`config.mk`:
```
export PLATFORM = sky130hd
export DESIGN_NAME = bram_stream_reader
export DESIGN_NICKNAME = d
export VERILOG_FILES = /design/src/rtl/bram_stream_reader.sv
export SDC_FILE = /design/constraint.sdc
export NUM_CORES = 1
export LEC_CHECK = 0
export ABC_AREA = 1
export CORE_ASPECT_RATIO = 0.5
export CORE_UTILIZATION = 58
export CTS_BUF_LIST = sky130_fd_sc_hd__clkbuf_16
export DETAILED_ROUTE_END_ITERATION = 6
export GPL_TIMING_DRIVEN = 0
export PLACE_DENSITY_LB_ADDON = 0.05
export SETUP_SLACK_MARGIN = 0.05
export SYNTH_ARGS = -nofsm -noshare
export SYNTH_HDL_FRONTEND = slang
export SYNTH_SLANG_ARGS = --single-unit
```
`constraint.sdc`:
```
create_clock -name bram_0_clk -period 7.3 [get_ports bram_0_clk]
set_input_delay 1.825 -clock bram_0_clk [delete_from_list [all_inputs] [get_ports bram_0_clk]]
set_output_delay 1.825 -clock bram_0_clk [all_outputs]
set_load 0.05 [all_outputs]
```
`src/rtl/bram_stream_reader.sv`:
```
`default_nettype none
// +----------------------------------------------------------------------+
// | bram_stream_reader : sequential BRAM reader, credit-managed FIFO,    |
// | valid/ready/last word stream.                        Revision 1.0    |
// +----------------------------------------------------------------------+
module bram_stream_reader #(
  parameter int ADDR_W     = 22,
  parameter int DATA_W     = 32,
  parameter int CNT_W      = 24,
  parameter int RD_LAT     = 1,
  parameter int FIFO_DEPTH = 4
) (
  input  logic              bram_0_clk,
  input  logic              bram_0_rst,
  input  logic              start,
  input  logic [ADDR_W-1:0] base_addr,
  input  logic [CNT_W-1:0]  num_bytes,
  output logic              busy,
  output logic              done,
  output logic [ADDR_W-1:0] bram_0_addr,
  output logic              bram_0_en,
  output logic              bram_0_wr_en,
  input  logic [DATA_W-1:0] bram_0_rddata,
  output logic [DATA_W-1:0] m_data,
  output logic              m_valid,
  input  logic              m_ready,
  output logic              m_last
);

  localparam int PTR_W  = (FIFO_DEPTH > 1) ? $clog2(FIFO_DEPTH) : 1;
  localparam int FCNT_W = $clog2(FIFO_DEPTH + 1);
  localparam int OUT_W  = $clog2(FIFO_DEPTH + RD_LAT + 2) + 1;

  localparam logic [1:0] S_IDLE  = 2'd0;
  localparam logic [1:0] S_RUN   = 2'd1;
  localparam logic [1:0] S_DRAIN = 2'd2;
  localparam logic [1:0] S_DONE  = 2'd3;

  localparam logic [PTR_W-1:0] PTR_LAST = PTR_W'(FIFO_DEPTH - 1);

  logic [1:0]        state_q, state_d;
  logic [CNT_W-1:0]  n_q, n_d;
  logic [CNT_W-1:0]  issued_q, issued_d;
  logic [CNT_W-1:0]  n_start;
  logic              en_q, en_d;
  logic              tag_q, tag_d;
  logic [ADDR_W-1:0] addr_q, addr_d;
  logic              busy_q, busy_d;
  logic              done_q, done_d;

  logic [RD_LAT-1:0] pipe_vld_q;
  logic [RD_LAT-1:0] pipe_last_q;

  logic [DATA_W-1:0]     mem_data [FIFO_DEPTH];
  logic [FIFO_DEPTH-1:0] mem_last;
  logic [PTR_W-1:0]      wptr_q, wptr_d;
  logic [PTR_W-1:0]      rptr_q, rptr_d;
  logic [FCNT_W-1:0]     count_q, count_d, count_left;

  logic              mv_q, mv_d;
  logic              ml_q, ml_d;
  logic [DATA_W-1:0] md_q, md_d;

  logic              pop;
  logic              wr;
  logic              can_issue;
  logic [OUT_W-1:0]  outstanding;

  // Word count rounds a trailing partial word up to a whole word.
  assign n_start = CNT_W'(({1'b0, num_bytes} + (CNT_W + 1)'(3)) >> 2);

  assign pop = mv_q & m_ready;
  assign wr  = pipe_vld_q[RD_LAT-1];

  // Words already committed to the FIFO: stored, on the BRAM port, or in the
  // read pipeline, less the one leaving this cycle.
  always_comb begin
    outstanding = OUT_W'(count_q) + OUT_W'(en_q);
    for (int i = 0; i < RD_LAT; i++) begin
      outstanding = outstanding + OUT_W'(pipe_vld_q[i]);
    end
    outstanding = outstanding - OUT_W'(pop);
  end

  assign can_issue = (issued_q < n_q) && (outstanding < OUT_W'(FIFO_DEPTH));

  always_ff @(posedge bram_0_clk) begin
    if (bram_0_rst) begin
      state_q <= S_IDLE;
    end else begin
      state_q <= state_d;
    end
  end

  always_comb begin
    state_d = state_q;
    case (state_q)
      S_IDLE: begin
        if (start) begin
          state_d = (n_start == '0) ? S_DONE : S_RUN;
        end
      end
      S_RUN: begin
        if (issued_q == n_q) begin
          state_d = S_DRAIN;
        end
      end
      S_DRAIN: begin
        if (pop && ml_q) begin
          state_d = S_DONE;
        end
      end
      default: state_d = S_IDLE;
    endcase
  end

  // Next values of the registered read-port and status outputs.
  always_comb begin
    n_d      = n_q;
    issued_d = issued_q;
    en_d     = 1'b0;
    addr_d   = addr_q;
    tag_d    = 1'b0;
    busy_d   = (state_d == S_RUN) || (state_d == S_DRAIN);
    done_d   = (state_d == S_DONE);
    case (state_q)
      S_IDLE: begin
        if (start && (n_start != '0)) begin
          n_d      = n_start;
          issued_d = CNT_W'(1);
          en_d     = 1'b1;
          addr_d   = base_addr;
          tag_d    = (n_start == CNT_W'(1));
        end
      end
      S_RUN: begin
        if (can_issue) begin
          issued_d = issued_q + CNT_W'(1);
          en_d     = 1'b1;
          addr_d   = addr_q + ADDR_W'(1);
          tag_d    = (issued_q == (n_q - CNT_W'(1)));
        end
      end
      default: ;
    endcase
  end

  always_ff @(posedge bram_0_clk) begin
    if (bram_0_rst) begin
      n_q         <= '0;
      issued_q    <= '0;
      en_q        <= 1'b0;
      tag_q       <= 1'b0;
      addr_q      <= '0;
      busy_q      <= 1'b0;
      done_q      <= 1'b0;
      pipe_vld_q  <= '0;
      pipe_last_q <= '0;
    end else begin
      n_q            <= n_d;
      issued_q       <= issued_d;
      en_q           <= en_d;
      tag_q          <= tag_d;
      addr_q         <= addr_d;
      busy_q         <= busy_d;
      done_q         <= done_d;
      pipe_vld_q[0]  <= en_q;
      pipe_last_q[0] <= tag_q;
      for (int i = 1; i < RD_LAT; i++) begin
        pipe_vld_q[i]  <= pipe_vld_q[i-1];
        pipe_last_q[i] <= pipe_last_q[i-1];
      end
    end
  end

  // FIFO bookkeeping; the head is copied into output registers so the
  // stream outputs come straight from flops.
  always_comb begin
    count_left = count_q - FCNT_W'(pop);
    rptr_d     = rptr_q;
    if (pop) begin
      rptr_d = (rptr_q == PTR_LAST) ? '0 : rptr_q + PTR_W'(1);
    end
    wptr_d = wptr_q;
    if (wr) begin
      wptr_d = (wptr_q == PTR_LAST) ? '0 : wptr_q + PTR_W'(1);
    end
    count_d = count_left + FCNT_W'(wr);
    mv_d    = (count_d != '0);
    md_d    = md_q;
    ml_d    = 1'b0;
    if (count_left != '0) begin
      md_d = mem_data[rptr_d];
      ml_d = mem_last[rptr_d];
    end else if (wr) begin
      md_d = bram_0_rddata;
      ml_d = pipe_last_q[RD_LAT-1];
    end
  end

  always_ff @(posedge bram_0_clk) begin
    if (wr && !bram_0_rst) begin
      mem_data[wptr_q] <= bram_0_rddata;
      mem_last[wptr_q] <= pipe_last_q[RD_LAT-1];
    end
  end

  always_ff @(posedge bram_0_clk) begin
    if (bram_0_rst) begin
      wptr_q  <= '0;
      rptr_q  <= '0;
      count_q <= '0;
      mv_q    <= 1'b0;
      ml_q    <= 1'b0;
      md_q    <= '0;
    end else begin
      wptr_q  <= wptr_d;
      rptr_q  <= rptr_d;
      count_q <= count_d;
      mv_q    <= mv_d;
      ml_q    <= ml_d;
      md_q    <= md_d;
    end
  end

  assign busy         = busy_q;
  assign done         = done_q;
  assign bram_0_addr  = addr_q;
  assign bram_0_en    = en_q;
  assign bram_0_wr_en = 1'b0;
  assign m_data       = md_q;
  assign m_valid      = mv_q;
  assign m_last       = ml_q;

endmodule
`default_nettype wire

```
* Word level (Yosys, flattened, before mapping) *
Memories as Yosys holds them, arrays and structs flattened.
Index checks and enable logic that the tools add are counted.

storage, ports and cells
  register bits = 122
  bits in writable memories = 128
  bits of input ports = 82
  output and inout port bits = 60
  logic and storage cells = 94
  memories = 1

memory list
  memory    words  bits a word  rd ports  clocked after memory_dff  write ports  line  source
  mem_data  4      32           1         0                         1            54    logic [DATA_W-1:0] mem_data [FIFO_DEPTH];

operators by class
  add/sub/neg operators = 11
  magnitude comparators = 5
  equality and inequality tests = 12
  multiplexer cells = 31
  bitwise operators = 1
  reduce and logical (&&, ||, !) cells = 16

operators by type and width
  kind                                                count
  two-way mux 32 bit                                  2
  two-way mux 24 bit                                  2
  case mux 24 bit (2 select lines)                    1
  two-way mux 22 bit                                  2
  case mux 22 bit (2 select lines)                    1
  adder 24 x 2 -> 25 bit, second input constant       1
  adder 24 x 1 -> 24 bit, second input constant       1
  == test 24 x 23 -> 1 bit                            1
  == test 24 bit                                      1
  logical NOT 24 bit                                  1
  < comparator 24 x 23 -> 1 bit                       1
  nonzero test 24 bit                                 1
  subtractor 23 x 1 -> 24 bit, second input constant  1
  == test 23 x 1 -> 1 bit, second input constant      1
  adder 22 x 1 -> 22 bit, second input constant       1
  two-way mux 2 bit                                   7
  == test 2 bit, second input constant                5
  two-way mux 1 bit                                   10
  < comparator 2 x 3 -> 1 bit, second input constant  2
  case mux 2 bit (3 select lines)                     1
  nonzero test 3 bit                                  2
  logical AND 1 bit                                   5
  adder 2 x 1 -> 2 bit, second input constant         2
  adder 3 x 1 -> 4 bit                                1
  19 further kinds                                    23

* Logic depth before layout (Yosys ltp) *
Gate-level depths: netlist of the first run.

  word-level depth = 7
  depth in mapped cells = 17
  gate-level depth less buffers = 17

* Worst setup path before layout of the first run *
Ideal clock, no wire load.

  path kind = input port to flip-flop
  from = input bram_0_rst
  to = memory mem_data[0][0] (enable)
  setup time = 0.423 ns
  arrival = 3.852 ns
  required time = 6.877 ns
  path slack = 3.025 ns
  stages = 5
  buffers on the path = 2
  path through = clkbuf_1 inv_1 clkbuf_1 nand2_1 nor2_1

between the ends
  cells in the longest elaborated chain, start to end = 4

ends and longest elaborated chain
  item                                     line  source
  from (decl)                              14    input logic bram_0_rst,
  logical NOT 1 bit                        202   if (wr && !bram_0_rst) begin
  logical AND 1 bit                        202
  two-way mux 1 bit                        202
  two-way mux 1 bit (not written as such)  203   mem_data[wptr_q] <= bram_0_rddata;
  to (decl)                                54

No other way between the ends.

* Worst setup path after layout of the first run *
  from = input m_ready
  to = register md_q[2] (netlist: m_data[2])

between the ends
  cells in the longest elaborated chain, start to end = 4
  elaborated cells between the ends (all ways) = 7
  classes of those cells = 1 x add/sub; 2 x mux; 1 x bitwise; 2 x reduce/logical; 1 x memory

ends and longest elaborated chain
  item                                                            line      source
  from (decl)                                                     26        input logic m_ready,
  bitwise AND 1 bit *                                             72        assign pop = mv_q & m_ready;
  subtractor 3 x 1 -> 3 bit or two-way mux 2 bit (tied branches)  179, 181
  nonzero test 3 bit or memory read (4 x 32 bit) (tied branches)  -
  two-way mux 32 bit or nonzero test 2 bit (tied branches)        -
  to (signal assigned)                                            222       md_q <= md_d;
  to (decl)                                                       62        logic [DATA_W-1:0] md_q, md_d;

Every way passes the cells marked *; elsewhere a longest branch is shown, timed or not.
A chain may end at the register's enable or synchronous reset.

==> flow_metrics.py, run 1 <==
metrics = {
    "floorplan": {
        "die_w_microns": 214.5,
        "dieHeight_microns": 108.3,
        "io-pin-count": 142,
        "start_util": 0.5974,
        "fp.coreArea_sq_um": 21920,
        "dieArea_sq_um": 23220,
        "row_count": 38,
    },
    "critical_path": {
        "timing.rr.start": "m_valid",
        "cp-end-kind": "flip-flop",
        "r2r_cells": 12,
        "cp_data_required_time_ps": 7700,
        "start_kind": "input port",
        "ff2ff_setup_slack_ps": 3640,
        "path_class": "in2reg",
        "rr_endpoint": "m_data[2]",
        "crit_arrival_ps": 5440,
        "worst-path-max-fanout": 10,
    },
    "detailed_routing": {
        "ant_nets": 0,
        "drc": 14,
        "vias_per_cell": 5.603,
        "drt_iter0_markers": 988,
        "wire_per_inst_microns": 16.87,
        "wl_microns": 36520,
        "drtPass1Iterations": 7,
        "vias": 12130,
    },
    "clocking": {
        "cts.sinks": 250,
        "cts_root_buffer": "clkbuf_16",
        "cts_max_path_buffers": 3,
        "postCtsSetupBuffers": 0,
        "cts_tree": "done",
        "cts_made_buffers": 23,
        "h-tree-depth": 1,
        "clk_pin_slew_ps": 70,
        "clk_latency_ps": 550,
        "postCtsHoldBufs": 0,
        "post_cts_resized": 0,
    },
    "timing": {
        "slew-limit-headroom": 0.4347,
        "worst_pin_slew_ps": 844.9,
        "fin_skew_ps": 12.93,
        "final_hold_viol_count": 0,
        "setup_slack_ps": 2265,
        "tns_ps": 0,
        "post-route-min-period_ps": 5035,
        "grt_setup_unrepaired": "no",
        "fin_crit_sh": 0.6897,
        "setup_violations": 0,
        "maxSlewViolCount": 0,
        "fmax_mhz": 198.6,
    },
    "status": {
        "status": "complete, but fails checks",
        "violations": "DRC",
    },
    "grt": {
        "grt_pass1_vias": 11640,
        "grt_max_degree": 30,
        "track_usage": 0.3133,
        "grt.overflow.total": 0,
        "antenna_found_initial": 1,
        "grt_pass1_wl_microns": 57900,
    },
    "yosys": {
        "syn_inst": 1679,
        "ys.warnings.count": 0,
        "syn_area_sq_um": 13100,
        "synthFlopType": "edfxtp_1",
        "synth_edf_count": 132,
        "synth_top_area_frac": 0.3027,
        "avgSynthCellArea_sq_um": 7.799,
        "yosysUniqueCellTypes": 44,
        "ys_seq_area_frac": 0.4831,
        "yosys_register_bits": 250,
        "synth_common_cells": "nor2_1 (381), nand2_1 (350), edfxtp_1 (132), o21ai_0 (124), inv_1 (120)",
        "synth_area_leaders": "edfxtp_1 (30%), dfxtp_1 (18%), nor2_1 (11%), nand2_1 (10%), o21ai_0 (4.7%)",
        "async_flop_share": 0,
        "synth_most_common_cell": "nor2_1",
        "synth_area_leader_cell": "edfxtp_1",
        "synth_nets": 1801,
    },
    "cells_and_area": {
        "final_cells": 2165,
        "final_cell_area_sq_um": 15730,
        "syn2layout_area_growth_pct": 20.14,
        "layout-drive-gt1-share": 0.04077,
        "fin_nets": 1969,
    },
    "placement": {
        "dpl-instance-area_sq_um": 14980,
        "dp_hpwl_microns": 25910,
        "dp_slack_ps": 1763,
        "io_buffers": 139,
        "place_congestion": 0.9099,
        "placed_cells": 2122,
    },
    "min_path": {
        "hold_start": "tag_q",
        "hold_path_class": "reg2reg",
        "min_to": "pipe_last_q",
        "whs_path_depth": 2,
    },
    "power_and_ir_drop": {
        "ir_worst_vdd_uv": 270.4,
        "leakagePower_nw": 6.269,
        "power_density_nw_per_um2": 332.0,
        "fin_total_pwr_mw": 5.223,
    },
    "flow_run": {
        "drv_cap": 0,
    },
}
[routing by layer]
metal,share of wire,global-route usage
met1,0.42,0.4012
met2,0.47,0.5434
met3,0.079,0.05485
met4,0.024,0.1061
met5,0,0
[state kept, by name (all words and copies together), names as in the netlist, 3 cells and up]
register and count:
count_q 3, m_data 32, mem_last 4, mem_data 128, n_q 23, bram_0_addr 22, issued_q 24
[worst max-delay path by stage]
| stage | start | end | slack (ps) |
|---|---|---|---|
| 2_1_floorplan | bram_0_rst | mem_data[0][0] | 3030 |
| 3_3_place_gp | bram_0_rst | mem_data[0][31] | 1410 |
| 3_5_place_dp | m_ready | m_data[30] | 1760 |
| 4_1_cts | m_ready | m_data[2] | 2320 |
| 5_1_grt | m_ready | m_data[4] | 2010 |
| 6_report | m_ready | m_data[2] | 2270 |
[stage by stage]
stage               utilization  hold slack (ps)
finish                   0.7178            410.2
global route             0.7178            447.2
CTS                      0.7177            412.4
detailed placement       0.6834            406.0
global placement         0.6780            402.7
floorplan                     -            388.3
[kinds of logic after synthesis]
group	Yosys count	synth area share
XOR/XNOR	60	0.04013
AO/OA/AOI/OAI	266	0.1074
other	1	0.0002864
multiplexers	1	0.0007644
AND/OR/NAND/NOR	866	0.2705
buffers and inverters	195	0.05962
adder cells (fa/ha/maj)	40	0.03822
flip-flops	250	0.4831
[final cells by class]
| cell class | count | area, sq um |
|---|---|---|
| plain buffers | 70 | 310.3 |
| clock buffers | 23 | 575.6 |
| well taps | 300 | 375.4 |
| inverters | 125 | 470.5 |
| diodes | 1 | 2.502 |
| flip-flops and latches | 250 | 6326 |
| repair buffers | 143 | 1479 |
| multi-input cells | 1234 | 6018 |
| clock inverters | 19 | 175.2 |
| fillers | 1774 | 6186 |
[placed cells by master (no fill, tap or decap), types with 5 or more instances in the layout]
master and instances:
clkbuf_16 23, o21ai_0 124, clkbuf_1 44, nand4_1 10, clkdlybuf4s50_1 139, inv_1 124, nand3_1 58, a21oi_1 78
nor2_4 5, nand2_1 350, nor3_1 22, clkinv_1 9, dfxtp_1 118, nand3b_1 24, buf_1 5, nor2_2 6
edfxtp_1 132, o22ai_1 34, o21ai_1 17, buf_2 17, ha_1 40, xnor2_1 14, xor2_1 46, nor2_1 377
[critical path, cell delays in order]
cell	delay, ps
clkdlybuf4s50_1	400
nand2_1	100
inv_1	110
ha_1	200
ha_1	270
inv_1	60
nor3_2	640
clkinv_1	390
nor2_1	740
buf_2	380
nor2_1	90
o21ai_0	120
a21oi_1	110
[where the power goes]
part,internal (mW),switching [mW],total [mW]
sequential,1.63,0.142,1.77
clock,0.685,0.550,1.23
combinational,0.716,1.50,2.22
total,3.03,2.19,5.22
Note: power is estimated with default switching activity, not from simulation.
==> run 2, diff against run 1 <==
- CORE_UTILIZATION: 58 -> 52
- clock period: 7.3 -> 4.6 ns (I/O delays scaled with it)
==> run 2 against run 1 <==
The flow now finishes without violations. Die area up 11%. Final area down 0.26%. Via count down 2.4%. Final cell count is 1.5% higher. Sequential power up 58%. Clock skew is 3.3 ps lower. First-iteration DRC count up 7.4%. Sequential share of layout area grew 0.11 points. Critical path depth unchanged. Global-route usage down 2.9 points. Critical path type unchanged. Clock power up 45%. Combinational power grew 58%.
==> flow_metrics.py, run 2 (synthesis gave the netlist of run 1 again) <==
metrics = {
    "detailed_routing": {
        "drc": 0,
        "drt_iter0_markers": 1061,
        "vias": 11840,
        "wire_per_inst_microns": 16.59,
        "wl_microns": 36460,
        "vias_per_cell": 5.385,
        "ant_nets": 0,
        "drtPass1Iterations": 7,
    },
    "critical_path": {
        "rr_endpoint": "m_data[9]",
        "timing.rr.start": "m_valid",
        "path_class": "in2reg",
        "cp_data_required_time_ps": 5000,
        "ff2ff_setup_slack_ps": 1060,
        "start_kind": "input port",
        "worst-path-max-fanout": 10,
        "cp-end-kind": "flip-flop",
        "crit_arrival_ps": 4650,
        "r2r_cells": 12,
    },
    "power_and_ir_drop": {
        "power_density_nw_per_um2": 515.0,
        "ir_worst_vdd_uv": 399.2,
        "leakagePower_nw": 6.240,
    },
    "cells_and_area": {
        "fin_nets": 1969,
        "multi_input_area_sq_um": 6018,
        "nFillCells": 2175,
        "final_common_cell": "nor2_1",
        "layout-drive-gt1-share": 0.04028,
        "largest_reg_flops": 128,
        "final_cell_area_sq_um": 15690,
        "antennaDiodeCount": 0,
        "most-common-layout-cells": "nor2_1 (377), nand2_1 (350), clkdlybuf4s50_1 (139)",
        "regMostFlops": "mem_data",
        "regArea_sq_um": 6326,
        "syn2layout_area_growth_pct": 19.83,
    },
    "min_path": {
        "hold_path_class": "reg2reg",
        "min_to": "pipe_last_q",
        "hold_start": "tag_q",
        "whs_path_depth": 2,
    },
    "timing": {
        "fmax_mhz": 235.6,
        "fin_skew_ps": 9.634,
        "worst_pin_slew_ps": 780.2,
        "fin_crit_sh": 0.9229,
        "final_hold_viol_count": 0,
        "slew-limit-headroom": 0.4764,
        "setup_slack_ps": 354.8,
        "setup_violations": 0,
        "maxSlewViolCount": 0,
        "post-route-min-period_ps": 4245,
        "grt_setup_unrepaired": "no",
    },
    "flow_run": {
        "drv_cap": 0,
    },
    "clocking": {
        "cts_root_buffer": "clkbuf_16",
        "clk_latency_ps": 540,
        "cts_max_path_buffers": 3,
        "postCtsSetupBuffers": 0,
        "h-tree-depth": 1,
        "cts_tree": "done",
        "cts.sinks": 250,
        "cts_made_buffers": 23,
        "clk_pin_slew_ps": 70,
        "postCtsHoldBufs": 0,
        "post_cts_resized": 0,
    },
    "floorplan": {
        "io-pin-count": 142,
        "fp.coreArea_sq_um": 24370,
        "dieArea_sq_um": 25860,
        "row_count": 40,
        "start_util": 0.5373,
        "dieHeight_microns": 114.2,
        "die_w_microns": 226.4,
    },
    "placement": {
        "io_buffers": 139,
        "dp_hpwl_microns": 26060,
        "place_congestion": 0.9323,
        "dpl-instance-area_sq_um": 15020,
        "dp_slack_ps": -193.5,
    },
    "grt": {
        "antenna_found_initial": 0,
        "grt.overflow.total": 0,
        "track_usage": 0.2845,
        "grt_max_degree": 29,
        "grt_pass1_vias": 11220,
        "grt_pass1_wl_microns": 58100,
    },
    "status": {
        "status": "complete, no violations",
    },
}
run 2: cell type report:
type                            count  share of cell area
Multi-Input combinational cell   1234              0.3835
Timing Repair Buffer              143             0.09425
Buffer                             70             0.01978
Inverter                          125             0.02998
Sequential cell                   250              0.4032
Tap cell                          336             0.02679
Clock buffer                       23             0.03668
Clock inverter                     17            0.005821
run 2: worst max-delay path by stage:
stage | start | end | slack (ps) | cells after the start
after global routing | m_ready | m_data[14] | 150 | 13
final | m_ready | m_data[9] | 350 | 13
after detailed placement | m_ready | m_data[2] | -190 | 13
after floorplan | bram_0_rst | mem_data[0][0] | 1000 | 5
after CTS | m_ready | m_data[2] | 350 | 13
after global placement | bram_0_rst | mem_data[3][31] | -760 | 5
run 2: layer usage:
layer	GRT usage	share of wire	wire, microns
met5	0	0	0
met4	0.06577	0.017	607
met1	0.3934	0.45	16290
met3	0.04157	0.067	2435
met2	0.4738	0.47	17120
run 2: power breakdown:
part	leakage [nW]	switching, mW	internal (mW)
Clock	0.351	0.863	0.915
Combinational	3.73	2.36	1.13
Sequential	2.16	0.222	2.58
Total	6.24	3.45	4.63
run 2: through the flow:
step / hold slack (ps) / std cells / total power, mW / TNS (ps) / util
5_1_grt: 444.9 / 2198 / 8.559 / 0 / 0.6438
3_3_place_gp: 410.6 / 2154 / 6.210 / -86360 / 0.6116
6_report: 417.3 / 2198 / 8.081 / 0 / 0.6438
4_1_cts: 421.8 / 2198 / 8.076 / 0 / 0.6438
3_5_place_dp: 402.6 / 2158 / 6.304 / -3999 / 0.6164
2_1_floorplan: 388.3 / 1679 / 5.157 / 0 / -
run 2: worst max-delay path, cell delays in order:
cell             delay, ps
clkdlybuf4s50_1        400
nand2_1                100
inv_1                  110
ha_1                   200
ha_1                   270
inv_1                   60
nor3_2                 570
clkinv_1               420
nor2_1                 680
buf_2                  390
nor2_1                 100
o21ai_1                110
a21oi_1                 90
==> run 3, diff against run 2 <==
- CTS_CLUSTER_SIZE: unset -> 40
==> results of run 3 <==
Final layout, timing and power as in run 2 (identical DEF).
